[config.mk]
export PLATFORM = sky130hd
export DESIGN_NAME = dmem_ctrl
export DESIGN_NICKNAME = d
export VERILOG_FILES = /design/src/rtl/dmem_ctrl_pkg.sv /design/src/rtl/dmem_ctrl_lane.sv /design/src/rtl/dmem_ctrl.sv
export SDC_FILE = /design/constraint.sdc
export NUM_CORES = 1
export LEC_CHECK = 0
export BUFFER_PORTS_ARGS = -buffer_cell sky130_fd_sc_hd__buf_2
export CAP_MARGIN = 10
export CORE_ASPECT_RATIO = 1.75
export CORE_MARGIN = 4
export CORE_UTILIZATION = 35
export CTS_CLUSTER_SIZE = 14
export DETAILED_ROUTE_END_ITERATION = 8
export SYNTH_ARGS = -nofsm -noshare
export SYNTH_HDL_FRONTEND = slang
export SYNTH_SLANG_ARGS = --single-unit
[constraint.sdc]
create_clock -name clk -period 6.55 [get_ports clk]
set_input_delay 0.9825 -clock clk [delete_from_list [all_inputs] [get_ports clk]]
set_output_delay 0.9825 -clock clk [all_outputs]
set_load 0.01 [all_outputs]
[src/rtl/dmem_ctrl_pkg.sv]
// ---------------------------------------------------------------------------
// dmem_ctrl_pkg
//   Shared definitions for the data-memory access controller:
//   - controller state encoding
//   - bus transfer size codes (SIZE_B / SIZE_H / SIZE_W)
//   - MEM-stage operation codes (alucontrolM values for loads and stores)
//   - small decode helpers used by the controller and its lane unit
// ---------------------------------------------------------------------------
package dmem_ctrl_pkg;

  typedef enum logic [1:0] {
    ST_IDLE = 2'd0,
    ST_REQ  = 2'd1,
    ST_WAIT = 2'd2,
    ST_DONE = 2'd3
  } dmem_state_e;

  localparam logic [1:0] SIZE_B = 2'd0;
  localparam logic [1:0] SIZE_H = 2'd1;
  localparam logic [1:0] SIZE_W = 2'd2;

  localparam logic [7:0] EXE_LB_OP  = 8'b1110_0000;
  localparam logic [7:0] EXE_LBU_OP = 8'b1110_0100;
  localparam logic [7:0] EXE_LH_OP  = 8'b1110_0001;
  localparam logic [7:0] EXE_LHU_OP = 8'b1110_0101;
  localparam logic [7:0] EXE_LW_OP  = 8'b1110_0011;
  localparam logic [7:0] EXE_SB_OP  = 8'b1110_1000;
  localparam logic [7:0] EXE_SH_OP  = 8'b1110_1001;
  localparam logic [7:0] EXE_SW_OP  = 8'b1110_1011;

  function automatic logic op_is_load(input logic [7:0] op);
    case (op)
      EXE_LB_OP, EXE_LBU_OP, EXE_LH_OP, EXE_LHU_OP, EXE_LW_OP: return 1'b1;
      default:                                                 return 1'b0;
    endcase
  endfunction

  function automatic logic op_is_store(input logic [7:0] op);
    case (op)
      EXE_SB_OP, EXE_SH_OP, EXE_SW_OP: return 1'b1;
      default:                         return 1'b0;
    endcase
  endfunction

  // Non-memory codes fall into the word bucket; they are never issued.
  function automatic logic [1:0] op_size(input logic [7:0] op);
    case (op)
      EXE_LB_OP, EXE_LBU_OP, EXE_SB_OP: return SIZE_B;
      EXE_LH_OP, EXE_LHU_OP, EXE_SH_OP: return SIZE_H;
      default:                          return SIZE_W;
    endcase
  endfunction

  function automatic logic op_misaligned(input logic [7:0] op, input logic [1:0] lo);
    logic r;
    r = 1'b0;
    if (op_is_load(op) || op_is_store(op)) begin
      case (op_size(op))
        SIZE_H:  r = lo[0];
        SIZE_W:  r = |lo;
        default: r = 1'b0;
      endcase
    end else begin
      r = 1'b0;
    end
    return r;
  endfunction

  // Forces the low address bits onto the natural boundary of the access.
  function automatic logic [1:0] align_low(input logic [7:0] op, input logic [1:0] lo);
    case (op_size(op))
      SIZE_H:  return {lo[1], 1'b0};
      SIZE_W:  return 2'b00;
      default: return lo;
    endcase
  endfunction

endpackage

[src/rtl/dmem_ctrl_lane.sv]
// ---------------------------------------------------------------------------
// dmem_ctrl_lane  (purely combinational)
//   Byte-lane steering for the data-memory controller.
//   Store side: op + low address -> byte strobes, lane-replicated data, size.
//   Load side : op + low address + raw bus word -> extended load result.
// Ports
//   i_op        in  8   MEM-stage operation code
//   i_addr_lo   in  2   low byte-address bits (already aligned)
//   i_wdata     in  32  raw store value (rt)
//   i_rdata     in  32  raw word returned by the bus
//   o_wstrb     out 4   byte enables (0 for anything but a store)
//   o_wdata     out 32  replicated store data
//   o_size      out 2   transfer size code
//   o_load_data out 32  sign/zero-extended load result
// ---------------------------------------------------------------------------
module dmem_ctrl_lane
  import dmem_ctrl_pkg::*;
(
  input  logic [7:0]  i_op,
  input  logic [1:0]  i_addr_lo,
  input  logic [31:0] i_wdata,
  input  logic [31:0] i_rdata,
  output logic [3:0]  o_wstrb,
  output logic [31:0] o_wdata,
  output logic [1:0]  o_size,
  output logic [31:0] o_load_data
);

  logic [7:0]  w_byte;
  logic [15:0] w_half;

  // Store strobes and replicated write data
  always_comb begin
    o_size  = op_size(i_op);
    o_wstrb = 4'b0000;
    o_wdata = 32'h0000_0000;
    case (i_op)
      EXE_SB_OP: begin
        o_wstrb = 4'b0001 << i_addr_lo;
        o_wdata = {4{i_wdata[7:0]}};
      end
      EXE_SH_OP: begin
        o_wstrb = i_addr_lo[1] ? 4'b1100 : 4'b0011;
        o_wdata = {2{i_wdata[15:0]}};
      end
      EXE_SW_OP: begin
        o_wstrb = 4'b1111;
        o_wdata = i_wdata;
      end
      default: begin
        o_wstrb = 4'b0000;
        o_wdata = 32'h0000_0000;
      end
    endcase
  end

  // Byte / halfword selection from the returned word
  always_comb begin
    case (i_addr_lo)
      2'd0:    w_byte = i_rdata[7:0];
      2'd1:    w_byte = i_rdata[15:8];
      2'd2:    w_byte = i_rdata[23:16];
      2'd3:    w_byte = i_rdata[31:24];
      default: w_byte = 8'h00;
    endcase
    if (i_addr_lo[1]) begin
      w_half = i_rdata[31:16];
    end else begin
      w_half = i_rdata[15:0];
    end
  end

  // Load extension
  always_comb begin
    case (i_op)
      EXE_LB_OP:  o_load_data = {{24{w_byte[7]}}, w_byte};
      EXE_LBU_OP: o_load_data = {24'h00_0000, w_byte};
      EXE_LH_OP:  o_load_data = {{16{w_half[15]}}, w_half};
      EXE_LHU_OP: o_load_data = {16'h0000, w_half};
      EXE_LW_OP:  o_load_data = i_rdata;
      default:    o_load_data = 32'h0000_0000;
    endcase
  end

endmodule

[src/rtl/dmem_ctrl.sv]
// ---------------------------------------------------------------------------
// dmem_ctrl
//   MEM-stage data-memory access controller. Takes one load/store per
//   instruction, runs the sram-like req/addr_ok/data_ok handshake, freezes the
//   pipeline until the access completes and returns extended load data.
//
// Configuration macro: DMEM_ADDR_EXC_EN
//   defined   : misaligned half/word accesses raise adel/ades in the request
//               cycle and are never issued.
//   undefined : adel/ades tied low, low address bits forced aligned.
//
// Ports
//   clk, resetn                 clock, synchronous active-low reset
//   mem_req/op/addr/wdata       access presented by the MEM stage
//   mem_hold                    pipeline frozen by another stall source
//   flush                       exception/eret flush of the MEM stage
//   stall_out                   freeze request to the hazard unit
//   rdata_out / rdata_valid     extended load result
//   adel / ades                 load / store address error
//   data_req/wr/size/addr/wstrb/wdata, data_addr_ok/data_ok/rdata : bus side
// ---------------------------------------------------------------------------
module dmem_ctrl
  import dmem_ctrl_pkg::*;
#(
  parameter int AW = 32
) (
  input  logic          clk,
  input  logic          resetn,
  input  logic          mem_req,
  input  logic [7:0]    mem_op,
  input  logic [AW-1:0] mem_addr,
  input  logic [31:0]   mem_wdata,
  input  logic          mem_hold,
  input  logic          flush,
  output logic          stall_out,
  output logic [31:0]   rdata_out,
  output logic          rdata_valid,
  output logic          adel,
  output logic          ades,
  output logic          data_req,
  output logic          data_wr,
  output logic [1:0]    data_size,
  output logic [AW-1:0] data_addr,
  output logic [3:0]    data_wstrb,
  output logic [31:0]   data_wdata,
  input  logic          data_addr_ok,
  input  logic          data_data_ok,
  input  logic [31:0]   data_rdata
);

  dmem_state_e   r_state;
  dmem_state_e   w_next_state;

  logic [7:0]    r_op;
  logic [AW-1:0] r_addr;
  logic [31:0]   r_wdata;
  logic [3:0]    r_wstrb;
  logic [1:0]    r_size;
  logic          r_is_load;
  logic          r_is_store;
  logic          r_cancel;
  logic [31:0]   r_rdata;

  logic          w_is_load;
  logic          w_is_store;
  logic          w_is_mem;
  logic          w_addr_err;
  logic          w_accept;
  logic          w_cancel;
  logic          w_bus_done;
  logic [AW-1:0] w_aligned_addr;
  logic [7:0]    w_lane_op;
  logic [1:0]    w_lane_lo;
  logic [3:0]    w_lane_wstrb;
  logic [31:0]   w_lane_wdata;
  logic [1:0]    w_lane_size;
  logic [31:0]   w_lane_load;

  assign w_is_load      = op_is_load(mem_op);
  assign w_is_store     = op_is_store(mem_op);
  assign w_is_mem       = w_is_load | w_is_store;
  assign w_aligned_addr = {mem_addr[AW-1:2], align_low(mem_op, mem_addr[1:0])};

`ifdef DMEM_ADDR_EXC_EN
  assign w_addr_err = (r_state == ST_IDLE) & mem_req & op_misaligned(mem_op, mem_addr[1:0]);
`else
  assign w_addr_err = 1'b0;
`endif

  assign w_accept = (r_state == ST_IDLE) & mem_req & ~flush & w_is_mem & ~w_addr_err;

  // A flush arriving in the same cycle as data_ok still cancels the result.
  assign w_cancel = r_cancel | flush;

  assign w_bus_done = ((r_state == ST_REQ) & data_addr_ok & data_data_ok) |
                      ((r_state == ST_WAIT) & data_data_ok);

  // The lane unit sees the incoming access while idle (to build the request)
  // and the latched access afterwards (to extend the returned word).
  assign w_lane_op = (r_state == ST_IDLE) ? mem_op : r_op;
  assign w_lane_lo = (r_state == ST_IDLE) ? w_aligned_addr[1:0] : r_addr[1:0];

  dmem_ctrl_lane u_lane (
    .i_op        (w_lane_op),
    .i_addr_lo   (w_lane_lo),
    .i_wdata     (mem_wdata),
    .i_rdata     (data_rdata),
    .o_wstrb     (w_lane_wstrb),
    .o_wdata     (w_lane_wdata),
    .o_size      (w_lane_size),
    .o_load_data (w_lane_load)
  );

  // State register
  always_ff @(posedge clk) begin
    if (!resetn) begin
      r_state <= ST_IDLE;
    end else begin
      r_state <= w_next_state;
    end
  end

  // Next-state logic
  always_comb begin
    w_next_state = r_state;
    case (r_state)
      ST_IDLE: begin
        if (w_accept) begin
          w_next_state = ST_REQ;
        end else begin
          w_next_state = ST_IDLE;
        end
      end
      ST_REQ: begin
        if (data_addr_ok && data_data_ok) begin
          w_next_state = w_cancel ? ST_IDLE : ST_DONE;
        end else if (data_addr_ok) begin
          w_next_state = ST_WAIT;
        end else begin
          w_next_state = ST_REQ;
        end
      end
      ST_WAIT: begin
        if (data_data_ok) begin
          w_next_state = w_cancel ? ST_IDLE : ST_DONE;
        end else begin
          w_next_state = ST_WAIT;
        end
      end
      ST_DONE: begin
        // Holding in DONE keeps the same instruction from being issued twice.
        if (flush || !mem_hold) begin
          w_next_state = ST_IDLE;
        end else begin
          w_next_state = ST_DONE;
        end
      end
      default: w_next_state = ST_IDLE;
    endcase
  end

  // Output logic
  always_comb begin
    stall_out   = 1'b0;
    data_req    = 1'b0;
    rdata_valid = 1'b0;
    adel        = 1'b0;
    ades        = 1'b0;
    if (!resetn) begin
      stall_out = 1'b0;
    end else begin
      case (r_state)
        ST_IDLE: begin
          stall_out = w_accept;
          adel      = w_addr_err & w_is_load;
          ades      = w_addr_err & w_is_store;
        end
        ST_REQ: begin
          stall_out = 1'b1;
          data_req  = 1'b1;
        end
        ST_WAIT: begin
          stall_out = 1'b1;
        end
        ST_DONE: begin
          rdata_valid = r_is_load;
        end
        default: begin
          stall_out = 1'b0;
        end
      endcase
    end
  end

  // Request fields captured at acceptance; stable until the next access
  always_ff @(posedge clk) begin
    if (!resetn) begin
      r_op       <= 8'h00;
      r_addr     <= '0;
      r_wdata    <= 32'h0000_0000;
      r_wstrb    <= 4'b0000;
      r_size     <= 2'b00;
      r_is_load  <= 1'b0;
      r_is_store <= 1'b0;
    end else if (w_accept) begin
      r_op       <= mem_op;
      r_addr     <= w_aligned_addr;
      r_wdata    <= w_lane_wdata;
      r_wstrb    <= w_lane_wstrb;
      r_size     <= w_lane_size;
      r_is_load  <= w_is_load;
      r_is_store <= w_is_store;
    end
  end

  // Cancel flag: a flushed access still completes on the bus but is discarded
  always_ff @(posedge clk) begin
    if (!resetn) begin
      r_cancel <= 1'b0;
    end else if (w_next_state == ST_IDLE) begin
      r_cancel <= 1'b0;
    end else if (flush && ((r_state == ST_REQ) || (r_state == ST_WAIT))) begin
      r_cancel <= 1'b1;
    end
  end

  // Load result capture on completion of a live load
  always_ff @(posedge clk) begin
    if (!resetn) begin
      r_rdata <= 32'h0000_0000;
    end else if (w_bus_done && !w_cancel && r_is_load) begin
      r_rdata <= w_lane_load;
    end
  end

  assign rdata_out  = r_rdata;
  assign data_wr    = r_is_store;
  assign data_size  = r_size;
  assign data_addr  = r_addr;
  assign data_wstrb = r_wstrb;
  assign data_wdata = r_wdata;

endmodule

==> results.txt, run 1 <==
----------------------------------------------------
[Layout]
  Share of layout cells above drive strength 1 ... 33.9%
  Net count reported at finish ... 969
  Synthesis-to-finish area growth ... 30.5%
  Count of filler cells inserted in the layout ... 1604
  Non-filler cells in the finished layout ... 1052
  Total inserted antenna cells ... 0
  Share of the core filled with cells in the final layout ... 46.6%

[Drt]
  Average vias per placed instance ... 5.43
  Total length of routed wires ... 19200 µm
  First-pass detailed-route iteration total ... 5
  DRC errors left ... 0
  Routed via count ... 5711
  Post-detailed-route count of antenna-violating nets ... 0
  Number of violations reported at the end of detailed-routing iteration 0 ... 265
  Avg WL per Cell ... 18.3 µm

[Critical path]
  Critical-path top delay cell ... mux2i_2
  Worst reg2reg path startpoint ... r_state[1]
  Highest net fanout along the worst path ... 19
  Cell count of the worst reg-to-reg path ... 8
  Type of element capturing the critical path ... register
  Launching element of the worst setup path ... r_state[1]
  Worst Setup Start Kind ... register
  Required arrival time at the worst endpoint ... 6.83 ns
  CP Cell Sequence ... inv_1, ha_1, mux2i_2, nor2_2, and3_1, a21o_1, a222oi_1, o21ai_1
  Critical register-to-register path endpoint ... rdata_out[4]
  Setup Crit Path Kind ... reg -> reg
  Maximum cell stage delay along the critical path ... 0.79 ns
  Cell class contributing the biggest share of worst-path delay ... compound AO/OA/AOI/OAI gates
  Number of buffers and inverters on the critical path ... 1
  Register-to-register setup slack ... 2.66 ns
  Arrival time of data at the critical path endpoint ... 4.17 ns

[Synthesis]
  Share of synthesized area occupied by flip-flops and latches ... 41.7%
  Post-synth EDFFs ... 0
  Area fraction of the dominant cell type after synthesis ... 41.7%
  Ys async rst share ... 0%
  Cell taking the most area after synthesis ... dfxtp_1
  Post-synthesis instance area ... 0.00552 mm²
  Gate count after technology mapping ... 663
  Number of warnings issued by yosys ... 0
  Flip-flop and latch count after synthesis ... 115
  Count of cell types in the netlist ... 63
  Cell types with the largest area share after synthesis ... dfxtp_1, a21oi_1, nand2_1, a22oi_1, o21ai_0
  Mean instance size in the synthesized netlist ... 8.33 µm²
  Most used flip-flop cell after synthesis ... dfxtp_1

[Status]
  Status ... completed

[Power]
  Power spent charging and discharging nets ... 0.000420 W
  Fraction of power consumed by the clock network ... 53.3%
  Power after layout ... 0.00174 W
  Share of total power in sequential cells ... 40.4%
  Maximum vdd ir drop ... 0.145 mV
  Switching power share of the total ... 24.2%
  Combinational cell fraction of total power ... 6.4%
  Power density over cell area ... 241 mW/mm²
  Cell internal power dissipation ... 0.00132 W
  Standby leakage power ... 3.05 nW

[Die]
  Core Region ... 0.0155 mm²
  Overall die width ... 103 µm
  Io pins ... 219
  Die Area ... 0.0179 mm²
  Effective utilization at floorplan ... 35.7%
  Die H ... 174 µm
  Rows ... 60

[Hold path]
  Hold-critical path endpoint ... rdata_out[3]
  Worst min-delay path class ... reg -> reg
  Startpoint of the lowest-slack hold path ... rdata_out[3]
  Number of instances on the worst hold path ... 2

[CTS]
  Clock-pin slew of the registers on the worst-case setup and hold paths ... 0.06 ns
  PostCTS Resize Cnt ... 0
  Maximum buffer depth of the clock tree ... 2
  Number of setup buffers added after CTS ... 0
  Clock tree from TritonCTS ... done
  CTS hold repair buffers ... 0
  Clock tree root buffer cell ... clkbuf_16
  Number of sinks driven by the clock tree ... 115
  Source-to-sink clock delay at the later pin of the worst-skew pair ... 0.41 ns
  Level count of the clock H-tree ... 4
  Num CTS Buffers ... 17

[Timing]
  Number of endpoints failing setup at the final stage ... 0
  Remaining max-slew budget at the tightest pin ... 20.4%
  Clock skew after layout ... 0.0110 ns
  Fin crit share ... 59.3%
  Hold Worst Slack ... 0.443 ns
  Unrepaired setup endpoints after global routing ... no
  Final min period ... 3.89 ns
  Number of max-slew violations in the final report ... 0
  Hold Fails Final Rpt ... 0
  Summed negative setup slack over all endpoints ... 0 ns
  Slew @ Worst Pin ... 1.19 ns
  Upper clock frequency limit ... 257 MHz

[Flow run]
  Max-Cap Viols ... 0

[Placed design]
  DP Wirelength ... 14200 µm
  Buffers added on ports ... 216
  Placer's final routability congestion estimate ... 0.917
  DP Cell Count ... 1020

[GRT]
  Global-route total usage across every layer ... 21.0%
  Wire length of the first global-routing pass ... 29300 µm
  Largest net degree at the start of global routing ... 78
  Total gr overflow ... 0
  Number of global-route vias before repair ... 5541
  Antenna violations before repair ... 0

----------------------------------------------------
sequential cells by signal, summed over array words and instances, names as in the netlist, 2 cells and up:
| register | count |
|---|---|
| data_wstrb | 4 |
| data_size | 2 |
| r_op | 8 |
| r_state | 2 |
| data_addr | 32 |
| data_wdata | 32 |
| rdata_out | 32 |
stage by stage:
stage	setup WS, ns	instance area [µm²]
6_report	2.66	7200
3_3_place_gp	2.80	6610
3_5_place_dp	2.75	6610
2_1_floorplan	3.25	5520
4_1_cts	2.74	7200
5_1_grt	2.35	7200
cell type report:
type	instances	area [µm²]	area share [%]
flip-flops and latches	115	2300	32.0
multi-input cells	490	2930	40.6
clock inverters	14	151	2.10
clock buffers	18	439	6.10
repair buffers	221	1120	15.5
inverters	8	32.5	0.452
well taps	186	233	3.23
tightest hold or removal path, delay by kind of cell (launching register included):
family | cells | cell delay, ns
compound gates | 1 | 0.05
flops | 1 | 0.30
simple gates | 1 | 0.05
routing by layer:
metal | global-route usage [%] | up-vias | wire length [µm]
met5 | 0 | - | 0
met4 | 10.1 | 0 | 781
met3 | 4.86 | 45 | 1440
li1 | - | 2761 | -
met2 | 37.0 | 252 | 9920
met1 | 22.9 | 2653 | 7090
worst max path at each step:
stage,end,cells after the start
6_report,rdata_out[4],8
3_3_place_gp,rdata_out[4],8
4_1_cts,rdata_out[4],8
5_1_grt,rdata_out[4],8
2_1_floorplan,stall_out,6
3_5_place_dp,rdata_out[4],8
cells in the mapped netlist (4+ instances only):
| cell type | instances |
|---|---|
| mux2i_1 | 15 |
| o21ai_1 | 8 |
| nand3_1 | 15 |
| a22o_1 | 8 |
| buf_6 | 7 |
| nand2_1 | 99 |
| buf_2 | 9 |
| and3_1 | 6 |
| mux2_2 | 8 |
| nor2_1 | 50 |
| ha_1 | 5 |
| a222oi_1 | 4 |
| inv_1 | 7 |
| and2_1 | 25 |
| nor3_1 | 6 |
| a21oi_2 | 12 |
| clkbuf_1 | 30 |
| a21oi_1 | 87 |
| nor2b_1 | 5 |
| a221oi_1 | 9 |
| a22oi_1 | 33 |
| dfxtp_1 | 115 |
| o21ai_0 | 45 |
cell usage in the layout (no fill, tap or decap), types with 9 or more instances in the layout:
| master | n |
|---|---|
| buf_2 | 216 |
| nand2_1 | 98 |
| clkbuf_16 | 17 |
| and2_1 | 25 |
| nor2_1 | 50 |
| o21ai_0 | 45 |
| dfxtp_1 | 115 |
| nand3_1 | 15 |
| mux2i_1 | 15 |
| a21oi_2 | 12 |
| a21oi_1 | 87 |
| a22oi_1 | 33 |
| a221oi_1 | 9 |
cell families after synthesis:
family	count (synthesis)	share of synthesized area (%)
fa+ha+maj	5	1.13
flops	115	41.7
simple gates	227	19.4
buf+inv	59	5.37
compound gates	231	27.5
mux	25	4.85
other cells	1	0.0679
power groups by stage:
stage          sequential [W]  clock [W]  combinational, W
6_report             0.000702   0.000927          0.000110
2_1_floorplan        0.000717          0         0.0000491
3_3_place_gp         0.000717          0          0.000110
3_5_place_dp         0.000717          0          0.000109
5_1_grt              0.000701   0.000977          0.000119
4_1_cts              0.000702   0.000946          0.000110
Power figures use the tool's default switching activity.
==> run 2, diff against run 1 <==
- clock period: 6.55 -> 3.15 ns (I/O delays scaled with it)
==> run 2 against run 1 <==
Net effect:
- clock-buffer cell count stayed put
- wire length is essentially flat
- critical endpoint is now stall_out
- global-route usage is 0.063 points higher
- cell count increased by 1.5%
- sequential power increased by 110%
- design area increased by 2.7%
==> results.txt, run 2 (synthesized netlist as in run 1, its figures left out) <==
----------------------------------------------------
[Drt]
  Routed via count ... 5758
  Avg WL per Cell ... 18.0 µm
  DRC errors left ... 0
  Post-detailed-route count of antenna-violating nets ... 0
  Total length of routed wires ... 19200 µm
  First-pass detailed-route iteration total ... 8
  Number of violations reported at the end of detailed-routing iteration 0 ... 219
  Average vias per placed instance ... 5.39

[Status]
  Status ... completed

[CTS]
  Maximum buffer depth of the clock tree ... 2
  PostCTS Resize Cnt ... 0
  CTS hold repair buffers ... 0
  Number of sinks driven by the clock tree ... 115
  Clock-pin slew of the registers on the worst-case setup and hold paths ... 0.06 ns
  Source-to-sink clock delay at the later pin of the worst-skew pair ... 0.41 ns
  Clock tree from TritonCTS ... done
  Level count of the clock H-tree ... 4
  Number of setup buffers added after CTS ... 0
  Num CTS Buffers ... 17
  Clock tree root buffer cell ... clkbuf_16

[Timing]
  Summed negative setup slack over all endpoints ... 0 ns
  Unrepaired setup endpoints after global routing ... no
  Final min period ... 2.81 ns
  Upper clock frequency limit ... 356 MHz
  Number of max-slew violations in the final report ... 0
  Hold Worst Slack ... 0.300 ns
  Slew @ Worst Pin ... 0.744 ns
  Clock skew after layout ... 0.00969 ns
  Fin crit share ... 89.2%
  Hold Fails Final Rpt ... 0
  Number of endpoints failing setup at the final stage ... 0
  Remaining max-slew budget at the tightest pin ... 50.4%

[Die]
  Effective utilization at floorplan ... 35.7%
  Rows ... 60
  Overall die width ... 103 µm
  Die H ... 174 µm
  Core Region ... 0.0155 mm²
  Io pins ... 219
  Die Area ... 0.0179 mm²

[Layout]
  Top library cells by usage in the layout, fill and taps aside ... buf_2, dfxtp_1, nand2_1, a21oi_1, nor2_1
  Net count reported at finish ... 985
  Post-route cell area ... 0.00740 mm²
  Share of layout cells above drive strength 1 ... 35.1%
  Count of filler cells inserted in the layout ... 1594
  Total inserted antenna cells ... 0
  Share of the core filled with cells in the final layout ... 47.8%
  Synthesis-to-finish area growth ... 34.0%
  Most common cell after layout, fill and taps aside ... buf_2
  Non-filler cells in the finished layout ... 1068

[Critical path]
  Required arrival time at the worst endpoint ... 2.68 ns
  Cell with the most instances on the worst path ... buf_4
  Maximum cell stage delay along the critical path ... 0.34 ns
  Worst Setup Start Kind ... register
  Number of buffers and inverters on the critical path ... 4
  Arrival time of data at the critical path endpoint ... 2.34 ns
  Critical-path top delay cell ... dfxtp_1
  CP Cell Sequence ... inv_1, ha_1, buf_4, nand2_1, nor4_2, buf_4, and2_1, nor2_1, nor3_1, buf_2
  Type of element capturing the critical path ... output port
  Setup Crit Path Kind ... reg -> out
  Cell class contributing the biggest share of worst-path delay ... buffers and inverters
  Highest net fanout along the worst path ... 18

[GRT]
  Number of global-route vias before repair ... 5654
  Antenna violations before repair ... 0
  Total gr overflow ... 0
  Wire length of the first global-routing pass ... 29500 µm
  Global-route total usage across every layer ... 21.1%
  Largest net degree at the start of global routing ... 65

[Power]
  Power density over cell area ... 510 mW/mm²
  Maximum vdd ir drop ... 0.331 mV
  Standby leakage power ... 3.16 nW

[Hold path]
  Worst min-delay path class ... in -> reg

[Placed design]
  DP Cell Count ... 1036
  DP Wirelength ... 14300 µm
  Cell area after placement ... 0.00676 mm²
  Buffers added on ports ... 216
  Placer's final routability congestion estimate ... 0.906

[Flow run]
  Max-Cap Viols ... 0

----------------------------------------------------
-- run 2: where the power goes --
part | leakage [nW] | internal, W | switching (W)
clock | 0.304 | 0.00136 | 0.000730
combinational | 1.93 | 0.0000949 | 0.000136
sequential | 0.926 | 0.00146 | 0.00000150
total | 3.16 | 0.00291 | 0.000867
-- run 2: through the flow --
step	total power [W]	setup WS, ns
2_1_floorplan	0.00159	0.680
3_3_place_gp	0.00172	0.610
3_5_place_dp	0.00172	0.580
4_1_cts	0.00382	0.245
5_1_grt	0.00391	0.136
6_report	0.00378	0.340
-- run 2: layer usage --
metal | GRT usage, % | share of wire (%)
met5 | 0 | 0
met4 | 9.62 | 3.2
met3 | 4.78 | 7.2
met2 | 37.0 | 53
met1 | 23.4 | 37
-- run 2: worst paths after layout --
path	start	to	slack (ns)	cells past startpoint
worst max-delay path	r_state[0]	stall_out	0.34	10
worst min-delay path	mem_addr[21]	data_addr[21]	0.30	3
worst max register to register	r_state[0]	rdata_out[10]	0.52	10
worst min register to register	rdata_out[4]	rdata_out[4]	0.44	2
-- run 2: cell type report --
type                    count  area, µm²  share of cell area (%)
inverters                   8       32.5                   0.440
multi-input cells         490       2930                    39.6
clock buffers              18        439                    5.94
flip-flops and latches    115       2300                    31.1
clock inverters            14        200                    2.71
well taps                 186        233                    3.15
repair buffers            237       1260                    17.1
-- run 2: tightest hold or removal path: stages --
cell and delay, ns:
buf_2 0.09, nand2_1 0.04, a21oi_1 0.05
